==> config.mk <==
export PLATFORM = sky130hd
export DESIGN_NAME = neo_strand_ctrl_gen2_flat
export DESIGN_NICKNAME = d
export VERILOG_FILES = /design/src/rtl/neo_strand_ctrl_gen2_if.sv /design/src/rtl/neo_strand_ctrl_gen2.sv /design/src/flat_wrapper.sv
export SDC_FILE = /design/constraint.sdc
export NUM_CORES = 1
export LEC_CHECK = 0
export BUFFER_PORTS_ARGS = -buffer_cell sky130_fd_sc_hd__buf_2
export CAP_MARGIN = 20
export CORE_MARGIN = 8
export CORE_UTILIZATION = 42
export CTS_BUF_LIST = sky130_fd_sc_hd__clkbuf_16
export DETAILED_ROUTE_END_ITERATION = 10
export RECOVER_POWER = 100
export SLEW_MARGIN = 20
export SYNTH_ARGS = -nofsm -noshare
export SYNTH_HDL_FRONTEND = slang
export SYNTH_SLANG_ARGS = --single-unit
==> constraint.sdc <==
create_clock -name clock -period 2.9 [get_ports clock]
set_input_delay 0.725 -clock clock [delete_from_list [all_inputs] [get_ports clock]]
set_output_delay 0.725 -clock clock [all_outputs]
set_load 0.005 [all_outputs]
==> src/rtl/neo_strand_ctrl_gen2_if.sv <==
// neo_strand_ctrl_gen2_if: host load/send handshake and strand output bundle
interface neo_strand_ctrl_gen2_if #(
    parameter int PIX_W = 3
);
    logic [7:0]       color_level;
    logic [1:0]       color_index;
    logic [PIX_W-1:0] pixel_index;
    logic             load_color;
    logic             send_it;
    logic             neo_data;
    logic             ready_to_load;
    logic             ready_to_send;
    logic             busy;

    modport master (
        output color_level, color_index, pixel_index, load_color, send_it,
        input  neo_data, ready_to_load, ready_to_send, busy
    );

    modport slave (
        input  color_level, color_index, pixel_index, load_color, send_it,
        output neo_data, ready_to_load, ready_to_send, busy
    );
endinterface

==> src/rtl/neo_strand_ctrl_gen2.sv <==
// neo_strand_ctrl_gen2: NeoPixel strand serialiser with pixel store; NEO_DOUBLE_BUFFER_EN adds a back buffer
module neo_strand_ctrl_gen2 #(
    parameter int NUM_PIXELS   = 5,
    parameter int COLOR_CH     = 3,
    parameter int T1H          = 35,
    parameter int T1L          = 30,
    parameter int T0H          = 18,
    parameter int T0L          = 40,
    parameter int LATCH_CYCLES = 2500
) (
    input logic                   clock,
    input logic                   reset,
    neo_strand_ctrl_gen2_if.slave bus
);
    localparam int NBYTES = NUM_PIXELS * COLOR_CH;
    localparam int NBITS  = NBYTES * 8;
    localparam int BW     = $clog2(NBITS);
    localparam int AW     = $clog2(NBYTES);
    localparam int TA     = T1H > T1L ? T1H : T1L;
    localparam int TB     = T0H > T0L ? T0H : T0L;
    localparam int TC     = TA > TB ? TA : TB;
    localparam int TMAX   = TC > LATCH_CYCLES ? TC : LATCH_CYCLES;
    localparam int CW     = $clog2(TMAX + 1);

    typedef enum logic [1:0] {IDLE, HIGH, LOW, LATCH} state_t;

    state_t          state_q;
    logic [BW-1:0]   bit_q;
    logic [CW-1:0]   cnt_q;
    logic [7:0]      byte_q;
    logic            neo_q;
    // Bytes stored in wire order: pixel*COLOR_CH + slot, slot 0=G 1=R 2=B 3=W
    logic [7:0]      mem_q [NBYTES];
`ifdef NEO_DOUBLE_BUFFER_EN
    logic [7:0]      front_q [NBYTES];
`endif

    logic [1:0]      slot_d;
    logic [AW-1:0]   wr_addr_d;
    logic [AW-1:0]   nxt_addr_d;
    logic [7:0]      nxt_byte_d;
    logic            wr_en_d;
    logic            accept_d;
    logic            rdy_load_d;
    logic            last_d;
    logic [CW-1:0]   hi_last_d;
    logic [CW-1:0]   lo_last_d;

    // Write decode, next-byte fetch and per-bit timing limits
    always_comb begin
        slot_d     = bus.color_index == 2'd2 ? 2'd0 : bus.color_index == 2'd3 ? 2'd3 : bus.color_index + 2'd1;
        wr_addr_d  = AW'(int'(bus.pixel_index) * COLOR_CH + int'(slot_d));
`ifdef NEO_DOUBLE_BUFFER_EN
        rdy_load_d = 1'b1;
`else
        rdy_load_d = state_q == IDLE || state_q == LATCH;
`endif
        wr_en_d    = bus.load_color && rdy_load_d && int'(bus.pixel_index) < NUM_PIXELS
                     && (COLOR_CH == 4 || bus.color_index != 2'd3);
        accept_d   = state_q == IDLE && bus.send_it;
        nxt_addr_d = AW'(int'(bit_q[BW-1:3]) + 1);
`ifdef NEO_DOUBLE_BUFFER_EN
        nxt_byte_d = front_q[nxt_addr_d];
`else
        nxt_byte_d = mem_q[nxt_addr_d];
`endif
        last_d     = bit_q == BW'(NBITS - 1);
        hi_last_d  = byte_q[7] ? CW'(T1H - 1) : CW'(T0H - 1);
        lo_last_d  = byte_q[7] ? CW'(T1L - 1) : CW'(T0L - 1);
    end

    // Pixel store: host writes, and the back-to-front snapshot when a frame starts
    always_ff @(posedge clock or negedge reset) begin
        if (!reset) begin
            for (int i = 0; i < NBYTES; i++) begin
                mem_q[i] <= '0;
`ifdef NEO_DOUBLE_BUFFER_EN
                front_q[i] <= '0;
`endif
            end
        end else begin
`ifdef NEO_DOUBLE_BUFFER_EN
            if (accept_d)
                for (int i = 0; i < NBYTES; i++) front_q[i] <= mem_q[i];
`endif
            if (wr_en_d) mem_q[wr_addr_d] <= bus.color_level;
        end
    end

    // Serialiser FSM; the first byte is captured from the pre-write store so a coincident load does not leak into it
    always_ff @(posedge clock or negedge reset) begin
        if (!reset) begin
            state_q <= IDLE;
            bit_q   <= '0;
            cnt_q   <= '0;
            byte_q  <= '0;
            neo_q   <= 1'b0;
        end else begin
            case (state_q)
                IDLE: if (accept_d) begin
                    state_q <= HIGH;
                    neo_q   <= 1'b1;
                    cnt_q   <= '0;
                    bit_q   <= '0;
                    byte_q  <= mem_q[0];
                end
                HIGH: if (cnt_q == hi_last_d) begin
                    state_q <= LOW;
                    neo_q   <= 1'b0;
                    cnt_q   <= '0;
                end else cnt_q <= cnt_q + 1'b1;
                LOW: if (cnt_q == lo_last_d) begin
                    cnt_q <= '0;
                    if (last_d) begin
                        state_q <= LATCH;
                        bit_q   <= '0;
                    end else begin
                        state_q <= HIGH;
                        neo_q   <= 1'b1;
                        bit_q   <= bit_q + 1'b1;
                        byte_q  <= bit_q[2:0] == 3'd7 ? nxt_byte_d : {byte_q[6:0], 1'b0};
                    end
                end else cnt_q <= cnt_q + 1'b1;
                LATCH: if (cnt_q == CW'(LATCH_CYCLES - 1)) begin
                    state_q <= IDLE;
                    cnt_q   <= '0;
                end else cnt_q <= cnt_q + 1'b1;
                default: state_q <= IDLE;
            endcase
        end
    end

    assign bus.neo_data      = neo_q;
    assign bus.ready_to_send = state_q == IDLE;
    assign bus.busy          = state_q != IDLE;
    assign bus.ready_to_load = rdy_load_d;
endmodule

==> src/flat_wrapper.sv <==
// flat-port wrapper written by rule: the top's interface ports become plain ports
module neo_strand_ctrl_gen2_flat 
#(
    parameter int NUM_PIXELS   = 5,
    parameter int COLOR_CH     = 3,
    parameter int T1H          = 35,
    parameter int T1L          = 30,
    parameter int T0H          = 18,
    parameter int T0L          = 40,
    parameter int LATCH_CYCLES = 2500
)
  (clock, reset, bus_color_level, bus_color_index, bus_pixel_index, bus_load_color, bus_send_it, bus_neo_data, bus_ready_to_load, bus_ready_to_send, bus_busy);
  neo_strand_ctrl_gen2_if bus_i ();
  input logic clock;
  input logic reset;
  input wire logic [$bits(bus_i.color_level)-1:0] bus_color_level;
  input wire logic [$bits(bus_i.color_index)-1:0] bus_color_index;
  input wire logic [$bits(bus_i.pixel_index)-1:0] bus_pixel_index;
  input wire logic [$bits(bus_i.load_color)-1:0] bus_load_color;
  input wire logic [$bits(bus_i.send_it)-1:0] bus_send_it;
  output wire logic [$bits(bus_i.neo_data)-1:0] bus_neo_data;
  output wire logic [$bits(bus_i.ready_to_load)-1:0] bus_ready_to_load;
  output wire logic [$bits(bus_i.ready_to_send)-1:0] bus_ready_to_send;
  output wire logic [$bits(bus_i.busy)-1:0] bus_busy;
  assign bus_i.color_level = bus_color_level;
  assign bus_i.color_index = bus_color_index;
  assign bus_i.pixel_index = bus_pixel_index;
  assign bus_i.load_color = bus_load_color;
  assign bus_i.send_it = bus_send_it;
  assign bus_neo_data = bus_i.neo_data;
  assign bus_ready_to_load = bus_i.ready_to_load;
  assign bus_ready_to_send = bus_i.ready_to_send;
  assign bus_busy = bus_i.busy;
  neo_strand_ctrl_gen2 #(.NUM_PIXELS(NUM_PIXELS), .COLOR_CH(COLOR_CH), .T1H(T1H), .T1L(T1L), .T0H(T0H), .T0L(T0L), .LATCH_CYCLES(LATCH_CYCLES)) u_core (.clock(clock), .reset(reset), .bus(bus_i));
endmodule
==> results of run 1 <==
-- routing by layer --
layer | part of all wire, % | vias up
met5 | 0 | -
met4 | 2.3 | 0
met3 | 3.6 | 31
met2 | 48 | 111
met1 | 46 | 2750
li1 | - | 2432
-- synthesized netlist by cell type (all sizes together), types with 2 or more instances --
master	instances	area share [%]
o41ai	2	0.23
nor3b	10	0.98
nor2	36	2.0
or3	3	0.31
fa	2	0.52
nand2	68	3.4
mux2	128	19
buf	17	1.3
ha	15	2.4
dlygate4sd1	8	0.91
a32oi	7	0.80
a22o	4	0.46
xnor2	2	0.23
clkbuf	10	0.51
a21oi	13	0.85
xor2	7	1.0
and2	4	0.33
or2	4	0.33
o31ai	10	1.2
o21a	2	0.20
mux4	11	3.2
nand2b	4	0.33
nand4	12	0.98
nand3	29	1.9
o311a	7	0.91
a221oi	7	0.80
nor4bb	2	0.26
inv	14	0.69
and3	6	0.49
mux2i	7	0.91
a21o	3	0.29
dfrtp	150	49
nor2b	4	0.33
o21ai	17	1.1
o2111ai	2	0.23
-- worst paths after layout --
check	startpoint	end
setup / recovery	bus_color_index[1]	u_core.mem_q[51]
hold / removal	u_core.mem_q[87]	u_core.mem_q[87]
setup reg to reg	u_core.cnt_q[6]	u_core.byte_q[5]
hold reg to reg	u_core.mem_q[87]	u_core.mem_q[87]
max in group asynchronous	reset	u_core.mem_q[53]
min in group asynchronous	reset	u_core.cnt_q[2]
-- what timing repair did --
action,4_1_cts,5_1_grt
gates cloned,0,0
resized for setup,58,34
endpoints found under the setup margin,120,120
setup buffers,7,2
pin swaps,11,12
-- metrics by stage --
stage | cell area, um^2 | hold WS [ns]
global route | 9510 | 0.509
floorplan | 7900 | 0.429
detailed placement | 8460 | 0.481
global placement | 8460 | 0.477
CTS | 9400 | 0.155
finish | 9510 | 0.498
-- area by class of cell --
| cell class | instances | area, um^2 |
|---|---|---|
| timing repair buffer | 69 | 667 |
| tap | 229 | 287 |
| clock buffer | 17 | 425 |
| sequential | 150 | 3750 |
| multi-input combinational | 439 | 4120 |
| inverter | 14 | 72.6 |
| clock inverter | 15 | 178 |
| fill | 1503 | 8460 |
-- report_power, final --
part	switching [uW]	internal, uW	leakage (uW)
Sequential	503	2860	0.00199
Clock	899	1360	0.000294
Combinational	1140	1410	0.00194
-- registers in the layout, summed over array words and instances (netlist names) --
name	cells
u_core.bit_q	7
u_core.byte_q	8
u_core.cnt_q	12
u_core.mem_q	120
u_core.state_q	2
u_core.bus.neo_data	1
-- layout by cell type (no fill, tap or decap), types with 6 or more instances in the layout --
cell	netlist	final
clkbuf_16	0	17
a221oi_1	7	7
nor2_4	0	12
a32oi_1	7	7
o21ai_0	15	14
inv_1	14	11
mux2i_1	7	7
o31ai_1	9	10
mux2_2	119	32
mux4_2	11	11
dfrtp_1	150	150
nor3b_1	10	10
nand3_1	29	28
ha_1	15	12
buf_2	12	15
nor2_1	29	24
o311a_1	7	7
nand4_1	12	12
buf_6	2	12
and3_1	6	6
mux2_4	8	95
a21oi_1	13	13
nand2_1	66	65
buf_12	0	12
buf_4	1	23
-- logic make-up (layout without fill, tap and decap cells) --
logic type	Yosys count	count (layout)	share of synthesized area, %
AND/OR/NAND/NOR	187	187	12.4
adder cells (fa/ha/maj)	17	17	2.97
buffers and inverters	49	115	3.38
AO/OA/AOI/OAI	80	80	7.64
flip-flops	150	150	49.0
multiplexers	146	146	23.3
XOR/XNOR	9	9	1.27
-- worst max-delay path, delay by kind of cell --
| family | cells | cell delay (ns) |
|---|---|---|
| adders and majority gates | 4 | 1.32 |
| buffers and inverters | 5 | 0.43 |
| muxes | 1 | 0.30 |
| and+or+nand+nor | 3 | 0.72 |
==> key figures, run 1 <==
Status
  • Outcome: finished, violations left
  • Failing checks: negative setup slack

Yosys
  • Yosys Warn Count: 0
  • Average cell area after synthesis: 12.0 um^2
  • Synthesized area: 7670 um^2
  • Seq/Total Area, Yosys: 49.0%
  • EDFF count, synth: 0
  • Asr flop ratio synth: 100%
  • Synth Flop Type: dfrtp_1
  • Mapped Cells: 638
  • Syn Nets: 672
  • Post-synth cell types: 59
  • Post-synthesis register bit count: 150

Worst setup path
  • CP Data Required Time: 3.21 ns
  • Kind of critical path: in2reg
  • CP Launch Type: input pin
  • Crit-path max FO: 5
  • CP Cell Sequence: buf_12 -> ha_4 -> or2_4 -> fa_1 -> inv_1 -> ha_2 -> inv_2 -> fa_2 -> inv_2 -> or2_4 -> nor2_4 -> buf_6 -> mux2_4
  • Depth of the most critical reg-to-reg path: 6
  • R2R Setup Slk: 0.10 ns
  • Worst Path Arrival: 3.49 ns
  • Max stage delay cell, worst path: fa_2
  • Crit end category: flip-flop
  • Slowest Stage Delay on Critical Path: 0.58 ns

Die
  • Starting Density: 42.7%
  • Die W: 151 um
  • Die Y: 151 um
  • Die ar.: 22800 um^2
  • Row cnt: 49
  • I/O pins: 21
  • Core area: 18000 um^2

Clock network
  • Longest Clk Path Bufs: 2
  • H-tree levels: 4
  • Root buffer cell: clkbuf_16
  • Clock slew at reported path FFs: 0.06 ns
  • TritonCTS buffer count: 17
  • CTS Hold Bufs: 0
  • Clock insertion delay at the later pin of the skew report: 0.43 ns
  • CTS Sinks: 150
  • CTS tree: built

Placed design
  • HPWL after DPL: 13.0 mm
  • Gpl congestion: 0.871
  • Placed Instances: 892
  • Port Buf Inserts: 20
  • Dpl ws: -0.925 ns

GRT
  • Total grt overflow: 0
  • GR Util met3: 4.12%
  • Vias in the first global route: 5528
  • GRT Max-Usage Layer: met2
  • Grt met1 use: 23.3%
  • Met2 usage: 28.3%
  • Largest net degree at the start of global routing: 61
  • Initial antenna violation count: 0
  • All-Layer GR Usage: 17.8%
  • First-pass GRT wire length: 31.1 mm

Routing
  • Routed WL: 19.5 mm
  • 1st-iter DRT viols: 319
  • DR vias: 5324
  • Routed len/inst: 20.9 um
  • DRC: 0
  • Routed Antenna Nets: 0
  • Via density: 5.71
  • Pre-antenna DRT Iters: 4

STA
  • Fin crit share: 110%
  • Worst Tran Pin Value: 1.47 ns
  • Final hold viol count: 0
  • Slew HR: 2.19%
  • Setup violators final: 120
  • Total negative slack: -19.60 ns
  • Final WS setup: -0.278 ns
  • Clk_skew: 0.00826 ns
  • Slew Limit Fails: 0
  • Final min period: 3.18 ns
  • Unrepaired setup endpoints after global routing: yes
  • Highest Clock Rate: 0.315 GHz

Cells and area
  • Area Growth Syn to Fin: 24.0%
  • Layout cells sized above 1: 38.5%
  • Post-Layout Cell Count: 933
  • Final-stage net count: 725
  • Ant. Diodes: 0
  • Final Util: 52.9%

Run
  • Max cap viols: 0

Worst hold path
  • Worst Hold Class: reg2reg
  • Hold path depth: 1

Power
  • LEAKAGE: 0.00422 uW
  • Total Power: 8170 uW
  • Pwr dens: 860 nW/um^2
  • VDD IR max: 0.618 mV
Power figures use the tool's default switching activity.
==> run 2, diff against run 1 <==
ABC_AREA = 1   (was unset)
==> key figures, run 2 <==
STA
  • Setup violators final: 46 (was 120)
  • Worst hold slack: 0.470 ns (was 0.498 ns)
  • Worst Tran Pin Value: 1.26 ns (was 1.47 ns)
  • Clk_skew: 0.00967 ns (was 0.00826 ns)
  • Slew HR: 16.1% (was 2.19%)
  • Slew Limit Fails: 0 (unchanged)
  • Highest Clock Rate: 0.341 GHz (was 0.315 GHz)
  • Fin crit share: 101% (was 110%)
  • Final hold viol count: 0 (unchanged)
  • Unrepaired setup endpoints after global routing: yes (unchanged)
  • Final WS setup: -0.0317 ns (was -0.278 ns)
  • Final min period: 2.93 ns (was 3.18 ns)

Worst setup path
  • Worst Path Arrival: 3.22 ns (was 3.49 ns)
  • Crit end category: flip-flop (unchanged)
  • FF-to-FF End: u_core.byte_q[4] (was u_core.byte_q[5])
  • R2R Setup Slk: 0.47 ns (was 0.10 ns)
  • Crit-path max FO: 8 (was 5)
  • CP Launch Type: input pin (unchanged)
  • Reg-to-Reg Start: u_core.state_q[0] (was u_core.cnt_q[6])
  • CP Data Required Time: 3.19 ns (was 3.21 ns)
  • CP startpoint: bus_color_index[1] (unchanged)
  • CP endpoint: u_core.mem_q[10] (was u_core.mem_q[51])
  • Depth of the most critical reg-to-reg path: 9 (was 6)
  • Kind of critical path: in2reg (unchanged)

Yosys
  • Yosys Warn Count: 0 (unchanged)
  • Count leader, synth: nand2_1 (was dfrtp_1)
  • Cell accounting for the most synthesized area: dfrtp_1 (unchanged)
  • Average cell area after synthesis: 7.39 um^2 (was 12.0 um^2)
  • Top cells by count, synth: nand2_1 (347), dfrtp_1 (150), inv_1 (144) (was dfrtp_1 (150), mux2_2 (119), nand2_1 (66))
  • Seq/Total Area, Yosys: 46.7% (was 49.0%)
  • Synth area leaders: dfrtp_1 (47%), nand2_1 (16%), o21ai_0 (8.0%) (was dfrtp_1 (49%), mux2_2 (17%), nand2_1 (3.2%))
  • Synth Flop Type: dfrtp_1 (unchanged)
  • Asr flop ratio synth: 100% (unchanged)
  • Post-synth cell types: 26 (was 59)
  • Syn Nets: 1121 (was 672)
  • EDFF count, synth: 0 (unchanged)
  • Post-synthesis register bit count: 150 (unchanged)
  • Mapped Cells: 1087 (was 638)
  • Synth top area share: 46.7% (was 49.0%)
  • Synthesized area: 8040 um^2 (was 7670 um^2)

Power
  • Pwr dens: 842 nW/um^2 (was 860 nW/um^2)
  • VDD IR max: 0.472 mV (was 0.618 mV)
  • LEAKAGE: 0.00456 uW (was 0.00422 uW)

GRT
  • Largest net degree at the start of global routing: 56 (was 61)
  • First-pass GRT wire length: 35.0 mm (was 31.1 mm)
  • All-Layer GR Usage: 18.4% (was 17.8%)
  • Initial antenna violation count: 0 (unchanged)
  • Total grt overflow: 0 (unchanged)
  • Vias in the first global route: 6602 (was 5528)

Die
  • Die Y: 154 um (was 151 um)
  • I/O pins: 21 (unchanged)
  • Die ar.: 23800 um^2 (was 22800 um^2)
  • Core area: 18800 um^2 (was 18000 um^2)
  • Die W: 154 um (was 151 um)
  • Row cnt: 50 (was 49)
  • Starting Density: 42.8% (was 42.7%)

Routing
  • 1st-iter DRT viols: 495 (was 319)
  • Routed WL: 21.3 mm (was 19.5 mm)
  • Routed len/inst: 15.8 um (was 20.9 um)
  • Pre-antenna DRT Iters: 6 (was 4)
  • DR vias: 6931 (was 5324)
  • Via density: 5.12 (was 5.71)
  • DRC: 0 (unchanged)
  • Routed Antenna Nets: 0 (unchanged)

Cells and area
  • Commonest non-fill, non-tap cell in the layout: nand2_1 (was dfrtp_1)
  • Area Growth Syn to Fin: 18.4% (was 24.0%)
  • Largest regs: u_core.mem_q (120), u_core.cnt_q (12), u_core.byte_q (8) (unchanged)
  • Layout cells sized above 1: 15.4% (was 38.5%)
  • Ant. Diodes: 0 (unchanged)
  • Most frequent cells in the layout: nand2_1 (296), dfrtp_1 (149), inv_1 (138) (was dfrtp_1 (150), mux2_4 (95), nand2_1 (65))
  • Final-stage net count: 1142 (was 725)
  • Reg with most FFs: u_core.mem_q (unchanged)
  • Largest register FFs: 120 (unchanged)
  • Final Util: 50.7% (was 52.9%)

Clock network
  • Longest Clk Path Bufs: 2 (unchanged)
  • Clock insertion delay at the later pin of the skew report: 0.43 ns (about the same)
  • TritonCTS buffer count: 17 (unchanged)
  • CTS Sinks: 150 (unchanged)
  • H-tree levels: 4 (unchanged)
  • Root buffer cell: clkbuf_16 (unchanged)
  • Clock slew at reported path FFs: 0.07 ns (was 0.06 ns)
  • CTS Hold Bufs: 0 (unchanged)
  • CTS tree: built (unchanged)

Status
  • Failing checks: negative setup slack (unchanged)
  • Outcome: finished, violations left (unchanged)

Placed design
  • Port Buf Inserts: 20 (unchanged)
  • Gpl congestion: 0.827 (was 0.871)
  • HPWL after DPL: 13.3 mm (was 13.0 mm)

Worst hold path
  • Worst Hold Class: reg2reg (unchanged)

Run
  • Max cap viols: 0 (unchanged)
run 2: changes by cell type after synthesis, moves of 11 or more:
cell,change
buf_6,+11
inv_1,+130
mux2_2,-119
mux4_2,-11
nand2_1,+281
nand3_1,+75
nor2_1,+47
o21ai_0,+114
run 2: worst min path at each step:
stage | start | endpoint | slack (ns) | cells past startpoint
2_1_floorplan | reset | u_core.bit_q[0] | 0.43 | 0
3_3_place_gp | u_core.bus.neo_data | u_core.bus.neo_data | 0.45 | 2
3_5_place_dp | u_core.bus.neo_data | u_core.bus.neo_data | 0.46 | 2
6_report | u_core.bus.neo_data | u_core.bus.neo_data | 0.47 | 2
4_1_cts | reset | u_core.mem_q[64] | 0.24 | 1
5_1_grt | u_core.mem_q[44] | u_core.mem_q[44] | 0.50 | 2
run 2: metal layers:
metal  routed length, um  vias up  GRT usage [%]
met1                9900     3282           25.0
li1                    -     3470              -
met5                   0        -              0
met2               10000      157           29.4
met3                1140       22           3.76
met4                 296        0           4.90
run 2: logic make-up (layout without fill, tap and decap cells):
| group | count (synthesis) | after routing | synth area share (%) |
|---|---|---|---|
| and+or+nand+nor | 549 | 556 | 28.2 |
| buffers and inverters | 195 | 221 | 10.7 |
| AOI/OAI and AO/OA | 162 | 162 | 10.1 |
| DFF | 150 | 150 | 46.7 |
| adders and majority gates | 17 | 17 | 2.83 |
| xor gates and xnor gates | 14 | 14 | 1.53 |
run 2: cell type report:
cell class / count / area [um^2]
timing repair buffer: 45 / 385
multi-input combinational: 749 / 3920
clock buffer: 17 / 425
fill: 1840 / 9250
clock inverter: 14 / 163
tap: 234 / 293
inverter: 145 / 572
sequential: 150 / 3750
run 2: worst max-delay path, stage by stage:
cell	delay, ns
buf_12	0.11
ha_2	0.17
or2_4	0.23
fa_1	0.48
inv_1	0.04
ha_2	0.16
inv_2	0.05
fa_2	0.52
buf_4	0.18
nor2_4	0.12
buf_12	0.17
nand2_8	0.10
nand2_2	0.08
o21ai_1	0.06
run 2: stage by stage:
step / setup TNS (ns) / setup slack (ns) / std cells / total power, uW / cell area [um^2]
2_1_floorplan: -25.80 / -0.291 / 1087 / 4940 / 8150
3_3_place_gp: -68.42 / -0.638 / 1312 / 5470 / 8460
3_5_place_dp: -70.65 / -0.670 / 1312 / 5530 / 8460
4_1_cts: -0.000625 / -0.000374 / 1352 / 7890 / 9270
5_1_grt: -9.36 / -0.134 / 1354 / 8630 / 9520
6_report: -0.643 / -0.0317 / 1354 / 8020 / 9520
run 2: what timing repair did:
action | in CTS | in global routing
pin swaps | 12 | 25
setup buffers | 4 | 0
endpoints found under the hold margin | 0 | 0
resized for setup | 26 | 87
gates cloned | 5 | 2
setup endpoints to repair | 120 | 119
run 2: where the power goes:
group / internal [uW] / leakage, uW / switching, uW / total [uW]
logic: 962 / 0.00228 / 1480 / 2440
registers: 2860 / 0.00201 / 474 / 3340
clock network: 1280 / 0.000275 / 949 / 2230
total: 5110 / 0.00456 / 2910 / 8020
